<file path="src/rtl/viterbi_ctrl_if.sv">
// Handshake and control bundle between the Viterbi frame sequencer and its surroundings.
// The master side drives frames in and observes the enables; the slave side is the controller.
interface viterbi_ctrl_if;
  logic       i_start;
  logic [7:0] i_frame_len;
  logic       i_sym_valid;
  logic       o_sym_ready;
  logic       o_en_bm;
  logic       o_en_acs;
  logic       o_tb_start;
  logic       o_en_tb;
  logic [7:0] o_tb_len;
  logic       i_tb_done;
  logic [7:0] o_sym_cnt;
  logic       o_busy;
  logic       o_done;
  logic       o_err;

  modport master (
    output i_start, i_frame_len, i_sym_valid, i_tb_done,
    input  o_sym_ready, o_en_bm, o_en_acs, o_tb_start, o_en_tb,
           o_tb_len, o_sym_cnt, o_busy, o_done, o_err
  );

  modport slave (
    input  i_start, i_frame_len, i_sym_valid, i_tb_done,
    output o_sym_ready, o_en_bm, o_en_acs, o_tb_start, o_en_tb,
           o_tb_len, o_sym_cnt, o_busy, o_done, o_err
  );
endinterface

</file>
<file path="src/rtl/viterbi_ctrl.sv">
// Frame sequencer for the Viterbi datapath: accepts symbols, pipelines BM/ACS enables,
// then launches and supervises traceback with a timeout.
module viterbi_ctrl #(
  parameter int TRACEBACK_DEPTH = 16,
  parameter int TB_TIMEOUT      = 64
) (
  input logic           clk,
  input logic           rst,
  viterbi_ctrl_if.slave bus
);

  localparam logic [2:0] S_IDLE  = 3'd0;
  localparam logic [2:0] S_RUN   = 3'd1;
  localparam logic [2:0] S_DRAIN = 3'd2;
  localparam logic [2:0] S_TB    = 3'd3;
  localparam logic [2:0] S_DONE  = 3'd4;

  localparam logic [7:0] DEPTH   = 8'(TRACEBACK_DEPTH);
  localparam logic [9:0] TIMEOUT = 10'(TB_TIMEOUT);

  logic [2:0] r_state;
  logic [7:0] r_len;
  logic [7:0] r_sym_cnt;
  logic [7:0] r_tb_len;
  logic       r_en_bm;
  logic       r_en_acs;
  logic       r_drain_cnt;
  logic [9:0] r_to_cnt;
  logic       r_err;

  logic       w_start_ok;
  logic [7:0] w_len_clip;
  logic       w_hs;
  logic       w_last_hs;
  logic       w_tb_first;
  logic       w_tb_ok;
  logic       w_tb_timeout;

  assign w_start_ok   = (r_state == S_IDLE) && bus.i_start && (bus.i_frame_len != 8'd0);
  assign w_len_clip   = (bus.i_frame_len < DEPTH) ? bus.i_frame_len : DEPTH;
  assign w_hs         = (r_state == S_RUN) && bus.i_sym_valid;
  assign w_last_hs    = w_hs && (r_sym_cnt == r_len - 8'd1);
  assign w_tb_first   = (r_state == S_TB) && (r_to_cnt == 10'd0);
  // A done in the launch cycle is stale from the previous frame, so it is not honoured.
  assign w_tb_ok      = (r_state == S_TB) && !w_tb_first && bus.i_tb_done;
  assign w_tb_timeout = (r_state == S_TB) && (r_to_cnt == TIMEOUT);

  // NOTE: sequential state uses non-blocking assignments so every register samples
  // pre-edge values; reset is synchronous and sampled only on the rising edge.
  always_ff @(posedge clk) begin
    if (!rst) begin
      r_state     <= S_IDLE;
      r_len       <= 8'd0;
      r_sym_cnt   <= 8'd0;
      r_tb_len    <= 8'd0;
      r_en_bm     <= 1'b0;
      r_en_acs    <= 1'b0;
      r_drain_cnt <= 1'b0;
      r_to_cnt    <= 10'd0;
      r_err       <= 1'b0;
    end else begin
      r_en_bm  <= w_hs;
      r_en_acs <= r_en_bm;

      case (r_state)
        S_IDLE: begin
          r_err <= 1'b0;
          if (w_start_ok) begin
            r_len     <= bus.i_frame_len;
            r_tb_len  <= w_len_clip;
            r_sym_cnt <= 8'd0;
            r_state   <= S_RUN;
          end
        end
        S_RUN: begin
          if (w_hs) begin
            r_sym_cnt <= r_sym_cnt + 8'd1;
          end
          if (w_last_hs) begin
            r_drain_cnt <= 1'b0;
            r_state     <= S_DRAIN;
          end
        end
        S_DRAIN: begin
          if (r_drain_cnt) begin
            r_to_cnt <= 10'd0;
            r_state  <= S_TB;
          end else begin
            r_drain_cnt <= 1'b1;
          end
        end
        S_TB: begin
          r_to_cnt <= r_to_cnt + 10'd1;
          if (w_tb_ok || w_tb_timeout) begin
            r_err   <= !w_tb_ok;
            r_state <= S_DONE;
          end
        end
        S_DONE: begin
          r_state <= S_IDLE;
        end
        default: begin
          r_state <= S_IDLE;
        end
      endcase
    end
  end

  assign bus.o_sym_ready = (r_state == S_RUN);
  assign bus.o_en_bm     = r_en_bm;
  assign bus.o_en_acs    = r_en_acs;
  assign bus.o_tb_start  = w_tb_first;
  assign bus.o_en_tb     = (r_state == S_TB);
  assign bus.o_tb_len    = r_tb_len;
  assign bus.o_sym_cnt   = r_sym_cnt;
  assign bus.o_busy      = (r_state != S_IDLE);
  assign bus.o_done      = (r_state == S_DONE);
  assign bus.o_err       = (r_state == S_DONE) && r_err;

endmodule

</file>
<file path="src/flat_wrapper.sv">
// flat-port wrapper written by rule: the top's interface ports become plain ports
module viterbi_ctrl_flat 
#(
  parameter int TRACEBACK_DEPTH = 16,
  parameter int TB_TIMEOUT      = 64
)
  (clk, rst, bus_i_start, bus_i_frame_len, bus_i_sym_valid, bus_i_tb_done, bus_o_sym_ready, bus_o_en_bm, bus_o_en_acs, bus_o_tb_start, bus_o_en_tb, bus_o_tb_len, bus_o_sym_cnt, bus_o_busy, bus_o_done, bus_o_err);
  viterbi_ctrl_if bus_i ();
  input logic clk;
  input logic rst;
  input wire logic [$bits(bus_i.i_start)-1:0] bus_i_start;
  input wire logic [$bits(bus_i.i_frame_len)-1:0] bus_i_frame_len;
  input wire logic [$bits(bus_i.i_sym_valid)-1:0] bus_i_sym_valid;
  input wire logic [$bits(bus_i.i_tb_done)-1:0] bus_i_tb_done;
  output wire logic [$bits(bus_i.o_sym_ready)-1:0] bus_o_sym_ready;
  output wire logic [$bits(bus_i.o_en_bm)-1:0] bus_o_en_bm;
  output wire logic [$bits(bus_i.o_en_acs)-1:0] bus_o_en_acs;
  output wire logic [$bits(bus_i.o_tb_start)-1:0] bus_o_tb_start;
  output wire logic [$bits(bus_i.o_en_tb)-1:0] bus_o_en_tb;
  output wire logic [$bits(bus_i.o_tb_len)-1:0] bus_o_tb_len;
  output wire logic [$bits(bus_i.o_sym_cnt)-1:0] bus_o_sym_cnt;
  output wire logic [$bits(bus_i.o_busy)-1:0] bus_o_busy;
  output wire logic [$bits(bus_i.o_done)-1:0] bus_o_done;
  output wire logic [$bits(bus_i.o_err)-1:0] bus_o_err;
  assign bus_i.i_start = bus_i_start;
  assign bus_i.i_frame_len = bus_i_frame_len;
  assign bus_i.i_sym_valid = bus_i_sym_valid;
  assign bus_i.i_tb_done = bus_i_tb_done;
  assign bus_o_sym_ready = bus_i.o_sym_ready;
  assign bus_o_en_bm = bus_i.o_en_bm;
  assign bus_o_en_acs = bus_i.o_en_acs;
  assign bus_o_tb_start = bus_i.o_tb_start;
  assign bus_o_en_tb = bus_i.o_en_tb;
  assign bus_o_tb_len = bus_i.o_tb_len;
  assign bus_o_sym_cnt = bus_i.o_sym_cnt;
  assign bus_o_busy = bus_i.o_busy;
  assign bus_o_done = bus_i.o_done;
  assign bus_o_err = bus_i.o_err;
  viterbi_ctrl #(.TRACEBACK_DEPTH(TRACEBACK_DEPTH), .TB_TIMEOUT(TB_TIMEOUT)) u_core (.clk(clk), .rst(rst), .bus(bus_i));
endmodule
</file>
<file path="config.mk">
export PLATFORM = sky130hd
export DESIGN_NAME = viterbi_ctrl_flat
export DESIGN_NICKNAME = d
export VERILOG_FILES = /design/src/rtl/viterbi_ctrl_if.sv /design/src/rtl/viterbi_ctrl.sv /design/src/flat_wrapper.sv
export SDC_FILE = /design/constraint.sdc
export NUM_CORES = 1
export LEC_CHECK = 0
export CELL_PAD_IN_SITES_DETAIL_PLACEMENT = 1
export CELL_PAD_IN_SITES_GLOBAL_PLACEMENT = 2
export CORE_ASPECT_RATIO = 1.25
export CORE_UTILIZATION = 29
export CTS_BUF_LIST = sky130_fd_sc_hd__clkbuf_8
export CTS_CLUSTER_SIZE = 16
export DETAILED_ROUTE_END_ITERATION = 8
export PLACE_DENSITY_LB_ADDON = 0.1
export SYNTH_ARGS = -nofsm -noshare
export SYNTH_HDL_FRONTEND = slang
export SYNTH_SLANG_ARGS = --single-unit
</file>
<file path="constraint.sdc">
create_clock -name clk -period 2.25 [get_ports clk]
set_clock_uncertainty 0.15 [all_clocks]
set_input_delay 0.45 -clock clk [delete_from_list [all_inputs] [get_ports clk]]
set_output_delay 0.45 -clock clk [all_outputs]
set_load 0.02 [all_outputs]
</file>
### Yosys cells after proc, flatten, opt, wreduce, memory -nomap -nowiden

Index checks and enable logic that the tools add are counted.

| cells by class | value |
|---|---|
| add/subtract/negate cells | 3 |
| $lt $le $gt $ge | 1 |
| eq/ne operators | 11 |
| mux-type cells | 15 |
| reduce and logical (&&, ||, !) cells | 26 |

Operators with widths:

| operator | number |
|---|---|
| $mux 8 | 3 |
| $pmux 10 s2 | 1 |
| $pmux 8 s2 | 1 |
| $mux 3 | 4 |
| $pmux 3 s4 | 1 |
| $add 10x1->10 const B | 1 |
| $eq 10x7->1 const B | 1 |
| $logic_not 10->1 | 1 |
| $mux 10 | 1 |
| $ne 2x1->1 const B | 5 |
| $logic_and 1x1->1 | 9 |
| $add 8x1->8 const B | 1 |
| $eq 8x8->1 | 1 |
| $lt 8x5->1 const B | 1 |
| $reduce_and 2->1 | 4 |
| $reduce_bool 2->1 | 4 |
| $reduce_bool 8->1 | 1 |
| $sub 8x1->8 const B | 1 |
| $eq 3x2->1 const B | 2 |
| $pmux 1 s2 | 2 |
| $reduce_and 4->1 | 1 |
| $eq 3x1->1 const B | 1 |
| $eq 3x3->1 const B | 1 |
| $logic_not 3->1 | 1 |
| 5 further kinds | 7 |

| word-level totals | value |
|---|---|
| bits in registers | 41 |
| bits of input ports | 13 |
| logic and storage cells | 65 |

### Depth between registers and ports, before layout

Gate-level depths: netlist of run 1.

| depth | value |
|---|---|
| depth in word-level cells | 8 |
| gate-level depth with buffers | 9 |

### Worst setup path after synthesis of run 1

OpenSTA, ideal clock, no wires.

| path | value |
|---|---|
| kind | register to register |
| from | reg u_core.r_state[0] |
| to | reg u_core.r_sym_cnt[7], in the netlist u_core.bus.o_sym_cnt[7] |
| library setup time | 118 ps |
| arrival time | 1989 ps |
| required time | 1982 ps |
| path slack | -7 ps |
| stages on the path, launching flop included | 7 |
| cells stage by stage | dfxtp_1 > buf_2 > nor3b_1 > nand2_1 > a2111oi_4 > xnor2_1 > nor2_2 |

RTL lines:

| element | line | text |
|---|---|---|
| start, declared | viterbi_ctrl.sv:21 | `logic [2:0] r_state;` |
| start signal, assigned | viterbi_ctrl.sv:52 | `r_state <= S_IDLE;` |
| start signal, assigned | viterbi_ctrl.sv:72 | `r_state <= S_RUN;` |
| start signal, assigned | viterbi_ctrl.sv:81 | `r_state <= S_DRAIN;` |
| $eq 3x1->1 * | n/a |  |
| named net bus_o_sym_ready | flat_wrapper.sv:15 | `output wire logic [$bits(bus_i.o_sym_ready)-1:0] bus_o_sym_ready;` |
| $logic_and 1x1->1 | viterbi_ctrl.sv:41 | `assign w_hs = (r_state == S_RUN) && bus.i_sym_valid;` |
| $ne 2x1->1 (no source line) | n/a |  |
| $reduce_and 3->1 (no source line) | n/a |  |
| end signal, assigned | viterbi_ctrl.sv:77 | `r_sym_cnt <= r_sym_cnt + 8'd1;` |
| end, declared | viterbi_ctrl.sv:23 | `logic [7:0] r_sym_cnt;` |

Mark *: on every way through the listed nets, which the timed path passes. The rest lies on a longest branch.
A chain may end at the register's enable or synchronous reset.

### Final worst setup path of run 1

| path | value |
|---|---|
| from | in bus_i_start |
| to | reg u_core.r_sym_cnt[7], in the netlist u_core.bus.o_sym_cnt[7] |

| on the way | value |
|---|---|
| cells in the longest elaborated chain, start to end | 4 |

RTL lines:

| element | line | text |
|---|---|---|
| start, declared | flat_wrapper.sv:11 | `input wire logic [$bits(bus_i.i_start)-1:0] bus_i_start;` |
| $logic_and 1x1->1 (2 in a row) | viterbi_ctrl.sv:39 | `assign w_start_ok = (r_state == S_IDLE) && bus.i_start && (bus.i_frame_len != 8'd0);` |
| $ne 2x1->1 (no source line) | n/a |  |
| $reduce_and 3->1 (no source line) | n/a |  |

Every way passes these cells.

==> run metrics, run 1 <==
clock-pin slew on the worst setup and hold paths 0.09 ns; CP arrival 2.21 ns; endpoints failing setup 0; Rows 34; Synth top area share 0.381; Final Hold Fails 0; routed length per instance 15.4 um; CP peak stage delay 0.49 ns; Startpoint Class primary input; Routed WL 6.43 mm; total CTS buffers 5; # nets final 343; ys async rst share 0; initial core utilization 0.305; Layout fillers 865; # diodes 0; Distinct cells, synth 52; Peak supply drop 0.184 mV; Slew @ Worst Pin 0.522 ns; largest net degree at the start of global routing 15; PnR Total Power 1.49 mW; most frequent cells after synthesis dfxtp_1 (41), nand2_1 (35), a21oi_1 (23); I/O pins 37; number of synthesized flops with an enable pin 0; Ys Warns 0; Critical path buffers and inverters 1; GP Congestion 0.751; CTS sink cnt 41; antenna violations before repair 0; total gr overflow 0; Final Slew Violations 0; first-pass GRT wire length 10.5 mm; drt drc 0; slew margin rel. 0.649; die area 0.00778 mm^2; Max FO, Critical Path 5; Layout area overhead 37.5%; vias in the first global route 2194; largest area contributor in the netlist dfxtp_1; Critical-path top delay cell or4b_4; CTS tree yes; Synth Register Bits 41; crit path kind primary input to flop; Via density 5.04; Main synth FF type dfxtp_1; total core area 0.00706 mm^2; vias 2103; Die X 79.1 um; Area contributors post-synth dfxtp_1 (38%), nand2_1 (6.1%), a21oi_1 (5.3%), nand3_1 (3.5%), nor2_1 (3.5%); fin cells 417; type of the tightest min-delay check flop to flop; DP HPWL 4.93 mm; sequential share of the synthesized area 0.381; Routed Antenna Nets 0; Mapped Area 0.00215 mm^2; H-tree lvl count 2; final worst path period need 2.18 ns; Critical Path RT 2.28 ns; fin crit share 0.968; Max-Cap Viols 0; crit-path leading delay family compound AO/OA/AOI/OAI gates; syn nets 276; Total GRT Usage 0.178; Worst-Skew Late Latency 0.30 ns; P per Cell Area 503 mW/mm^2; outcome complete, no violations; share of cells above drive strength 1 0.193; CP Capture Type flop; most frequent cell after synthesis dfxtp_1; fmax 0.459 GHz; Post-CTS Hold Fix Bufs 0; crit-path cells clkdlybuf4s50_1 -> or4b_4 -> a21o_1 -> a2111oi_4 -> xnor2_1 -> nor2_2; Port Buffers 36; Mapped Cells 259; Post-Place Cells 408; synthesized area per cell 8.32 um^2; DP Area 0.00284 mm^2; drt first pass iters 4; DR iter-0 viols 55; Bufs on Longest Clock Path 2; Leak 1.17 nW; Final Instance Area 0.00296 mm^2; root buf cell clkbuf_8; Die Y 98.4 um
-- registers in the layout (all words and copies together), names as in the netlist --
| register | count |
|---|---|
| u_core.r_drain_cnt | 1 |
| u_core.bus.o_en_bm | 1 |
| u_core.r_len | 8 |
| u_core.r_err | 1 |
| u_core.r_state | 3 |
| u_core.bus.o_en_acs | 1 |
| u_core.bus.o_tb_len | 8 |
| u_core.r_to_cnt | 10 |
| u_core.bus.o_sym_cnt | 8 |
-- logic make-up (layout without fill, tap and decap cells) --
group                      Yosys count  in the layout  share of synthesized area
and+or+nand+nor                    112            112                      0.268
AOI/OAI and AO/OA                   60             60                      0.190
DFF                                 41             41                      0.381
buffers and inverters               23             91                     0.0494
xor gates and xnor gates            14             14                     0.0633
muxes                                5              5                     0.0250
adders and majority gates            4              4                     0.0232
-- worst register-to-register path: cells and delay by family, from the launching register on --
family,cells,cell delay [ns]
compound gates,4,0.82
fa+ha+maj,1,0.20
buf+inv,1,0.06
flops,1,0.34
simple gates,1,0.35
-- cells in the final DEF, fill, tap and decap left out, types with 3 or more instances in the layout --
cell / count
a21oi_1: 23
and2_1: 5
and3_1: 6
buf_4: 39
clkbuf_8: 5
clkdlybuf4s50_1: 32
dfxtp_1: 39
ha_1: 3
inv_1: 8
mux2_1: 3
nand2_1: 34
nand3_1: 15
nand3b_1: 3
nor2_1: 20
nor3_1: 4
nor4_1: 3
o211ai_1: 6
o21ai_0: 7
o21ai_1: 5
xnor2_1: 8
xor2_1: 5
-- report_power, final --
part / total [mW] / leakage, nW / switching [mW] / internal [mW]
registers: 0.756 / 0.333 / 0.0160 / 0.740
clock network: 0.491 / 0.0439 / 0.277 / 0.215
logic: 0.244 / 0.793 / 0.129 / 0.115
-- path summary, 6_finish.rpt --
check	from	endpoint	slack, ns	depth (start not counted)
hold reg to reg	u_core.bus.o_tb_len[1]	u_core.bus.o_tb_len[1]	0.31	2
setup / recovery	bus_i_start	u_core.bus.o_sym_cnt[7]	0.07	6
setup reg to reg	u_core.r_len[0]	u_core.r_drain_cnt	0.22	7
hold / removal	u_core.bus.o_tb_len[1]	u_core.bus.o_tb_len[1]	0.31	2
-- metrics by stage --
| step | worst slack (ns) | setup TNS, ns | hold slack (ns) | utilization |
|---|---|---|---|---|
| after floorplan | 0.0418 | 0 | 0.298 | - |
| after global placement | -0.235 | -2.49 | 0.291 | 0.402 |
| after detailed placement | -0.242 | -2.86 | 0.299 | 0.402 |
| after CTS | 0.0195 | 0 | 0.312 | 0.416 |
| after global routing | -0.0250 | -0.0250 | 0.339 | 0.419 |
| final | 0.0729 | 0 | 0.308 | 0.419 |
-- layout make-up --
cell class | instances | area, um^2 | area share
clock buffer | 5 | 68.8 | 0.0232
clock inverter | 3 | 17.5 | 0.00591
inverter | 9 | 33.8 | 0.0114
multi-input combinational | 195 | 1260 | 0.426
sequential | 41 | 823 | 0.278
tap | 90 | 113 | 0.0380
timing repair buffer | 74 | 643 | 0.217
-- repair_timing --
action                                  in CTS  in global routing
gates resized for setup                     12                  5
buffers inserted                             0                  1
hold endpoints to repair                     0                  0
pin swaps                                    0                  1
endpoints found under the setup margin       5                  2
-- metal layers --
layer | share of wire | GRT usage | vias to the layer above
met1 | 0.42 | 0.192 | 1018
met2 | 0.53 | 0.334 | 26
li1 | - | - | 1049
met4 | 0.021 | 0.0713 | 0
met5 | 0 | 0 | -
met3 | 0.026 | 0.0308 | 10
Power figures use the tool's default switching activity.
==> run 2: changes to the inputs <==
CORE_UTILIZATION = 35   (was 29)
DONT_BUFFER_PORTS = 1   (was default)
==> run 2 against run 1 <==
Combinational power decreased by 29%. Clock-buffer cell count unchanged. Register-to-register slack about the same. Critical path depth unchanged. Routed wire length decreased by 10%. Critical endpoint is now bus_o_tb_start.
==> run metrics, run 2 (synthesized netlist as in run 1, its figures left out) <==
outcome complete, no violations; most frequent cells in the layout dfxtp_1 (41), nand2_1 (35), a21oi_1 (23), buf_4 (21), nor2_1 (20); first-pass GRT wire length 9.54 mm (-9.6%); Die X 72.2 um (-8.7%); die area 0.00648 mm^2 (-17%); DR iter-0 viols 38 (-31%); share of cells above drive strength 1 0.143 (-0.0498); CP Capture Type output pin; # nets final 290 (-15%); Routed Antenna Nets 0 (unchanged); antenna violations before repair 0 (unchanged); CP peak stage delay 0.34 ns (-0.15 ns); CP arrival 1.57 ns (-0.64 ns); Leak 0.933 nW (-20%); Bufs on Longest Clock Path 2 (unchanged); P per Cell Area 610 mW/mm^2 (+21%); Slew @ Worst Pin 0.468 ns (-0.0544 ns); CTS sink cnt 41 (unchanged); vias 1861 (-12%); DP HPWL 4.47 mm (-9.4%); final worst path period need 2.17 ns (-0.00251 ns); slew margin rel. 0.685 (+0.0366); r2r setup slk 0.21 ns (about the same); Startpoint Class flop; initial core utilization 0.368 (+0.0628); type of the tightest min-delay check primary input to flop; Via density 5.24 (+3.9%); Critical Path RT 1.65 ns (-0.63 ns); total gr overflow 0 (unchanged); Routed WL 5.77 mm (-10%); dpl ws 0.146 ns (+0.387 ns); crit-path leading delay family simple AND/OR/NAND/NOR gates; clock-pin slew on the worst setup and hold paths 0.08 ns (about the same); routed length per instance 16.3 um (+5.4%); Layout fillers 711 (-18%); GP Congestion 0.740 (-1.5%); max reg flops 10 (unchanged); drt first pass iters 4 (unchanged); fmax 0.460 GHz (+0.12%); crit-path cells inv_1 -> ha_2 -> nor4b_4 -> nand2_1 -> nor3_1 -> buf_4; root buf cell clkbuf_8; I/O pins 37 (unchanged); # diodes 0 (unchanged); Worst-Skew Late Latency 0.29 ns (about the same); total core area 0.00586 mm^2 (-17%); Final Slew Violations 0 (unchanged); Port Buffers 0 (-100%); largest net degree at the start of global routing 16 (+1); Multi-input gate area 0.00125 mm^2 (-0.99%); Max-Cap Viols 0 (unchanged); hold slack 0.127 ns (-0.181 ns); fin crit share 0.967 (-0.00112); H-tree lvl count 2 (unchanged); Rows 31 (-8.8%); Max FO, Critical Path 4 (-1); Layout area overhead 14.6%; Critical path buffers and inverters 2 (+1); Peak supply drop 0.337 mV (+84%); final setup margin 0.0754 ns (+0.00251 ns); Critical-path top delay cell dfxtp_1; endpoints failing setup 0 (unchanged); total CTS buffers 5 (unchanged); vias in the first global route 1888 (-14%); commonest non-fill, non-tap cell in the layout dfxtp_1; crit path kind flop to output pin; drt drc 0 (unchanged); Total GRT Usage 0.190 (+0.0123); Final Hold Fails 0 (unchanged); CTS tree yes; Seq. cell area 821 um^2 (-0.30%); Die Y 89.7 um (-8.8%); Most flops, register u_core.r_to_cnt
## run 2: worst paths after layout
check,depth (start not counted),endpoint,start
max reg2reg,5,u_core.bus.o_sym_cnt[7],u_core.r_state[2]
min reg2reg,2,u_core.r_len[7],u_core.r_len[7]
min,1,u_core.bus.o_en_acs,rst
max,6,bus_o_tb_start,u_core.r_to_cnt[0]
## run 2: what timing repair did
item / in CTS / in global routing
gates resized for setup: 0 / 3
gates cloned: 0 / 0
setup buffers: 1 / 0
setup endpoints to repair: 1 / 1
hold buffers: 0 / 0
pin swaps: 1 / 0
## run 2: final cells by class
class	count	area share
Inverter	9	0.0137
Sequential cell	41	0.332
Timing Repair Buffer	21	0.0639
Multi-Input combinational cell	195	0.506
Clock inverter	2	0.0142
Clock buffer	5	0.0279
Tap cell	82	0.0416
## run 2: metal layers
layer	up-vias	wire, um	global-route usage
met5	-	0	0
met4	0	80	0.0654
met3	7	196	0.0415
met2	23	3080	0.342
met1	890	2410	0.216
li1	941	-	-
## run 2: stage by stage
stage               cell area (um^2)   util   TNS, ns  instances  power, mW
floorplan                       2160      -         0        259      0.903
CTS                             2450  0.419         0        355       1.53
global route                    2470  0.421  -0.00457        355       1.58
global placement                2340  0.399         0        347      0.951
detailed placement              2340  0.399         0        347      0.953
finish                          2470  0.421         0        355       1.51
## run 2: power breakdown
part           total [mW]  internal, mW  leakage, nW  switching [mW]
clock network       0.574         0.323       0.0540           0.251
registers           0.760         0.740        0.332          0.0207
logic               0.173        0.0691        0.547           0.103
## run 2: worst reg2reg max path: cells and delay by family, from the launching register on
kind	cells	cell delay, ns
DFF	1	0.32
xor gates and xnor gates	1	0.18
and+or+nand+nor	2	0.62
AOI/OAI and AO/OA	2	0.68
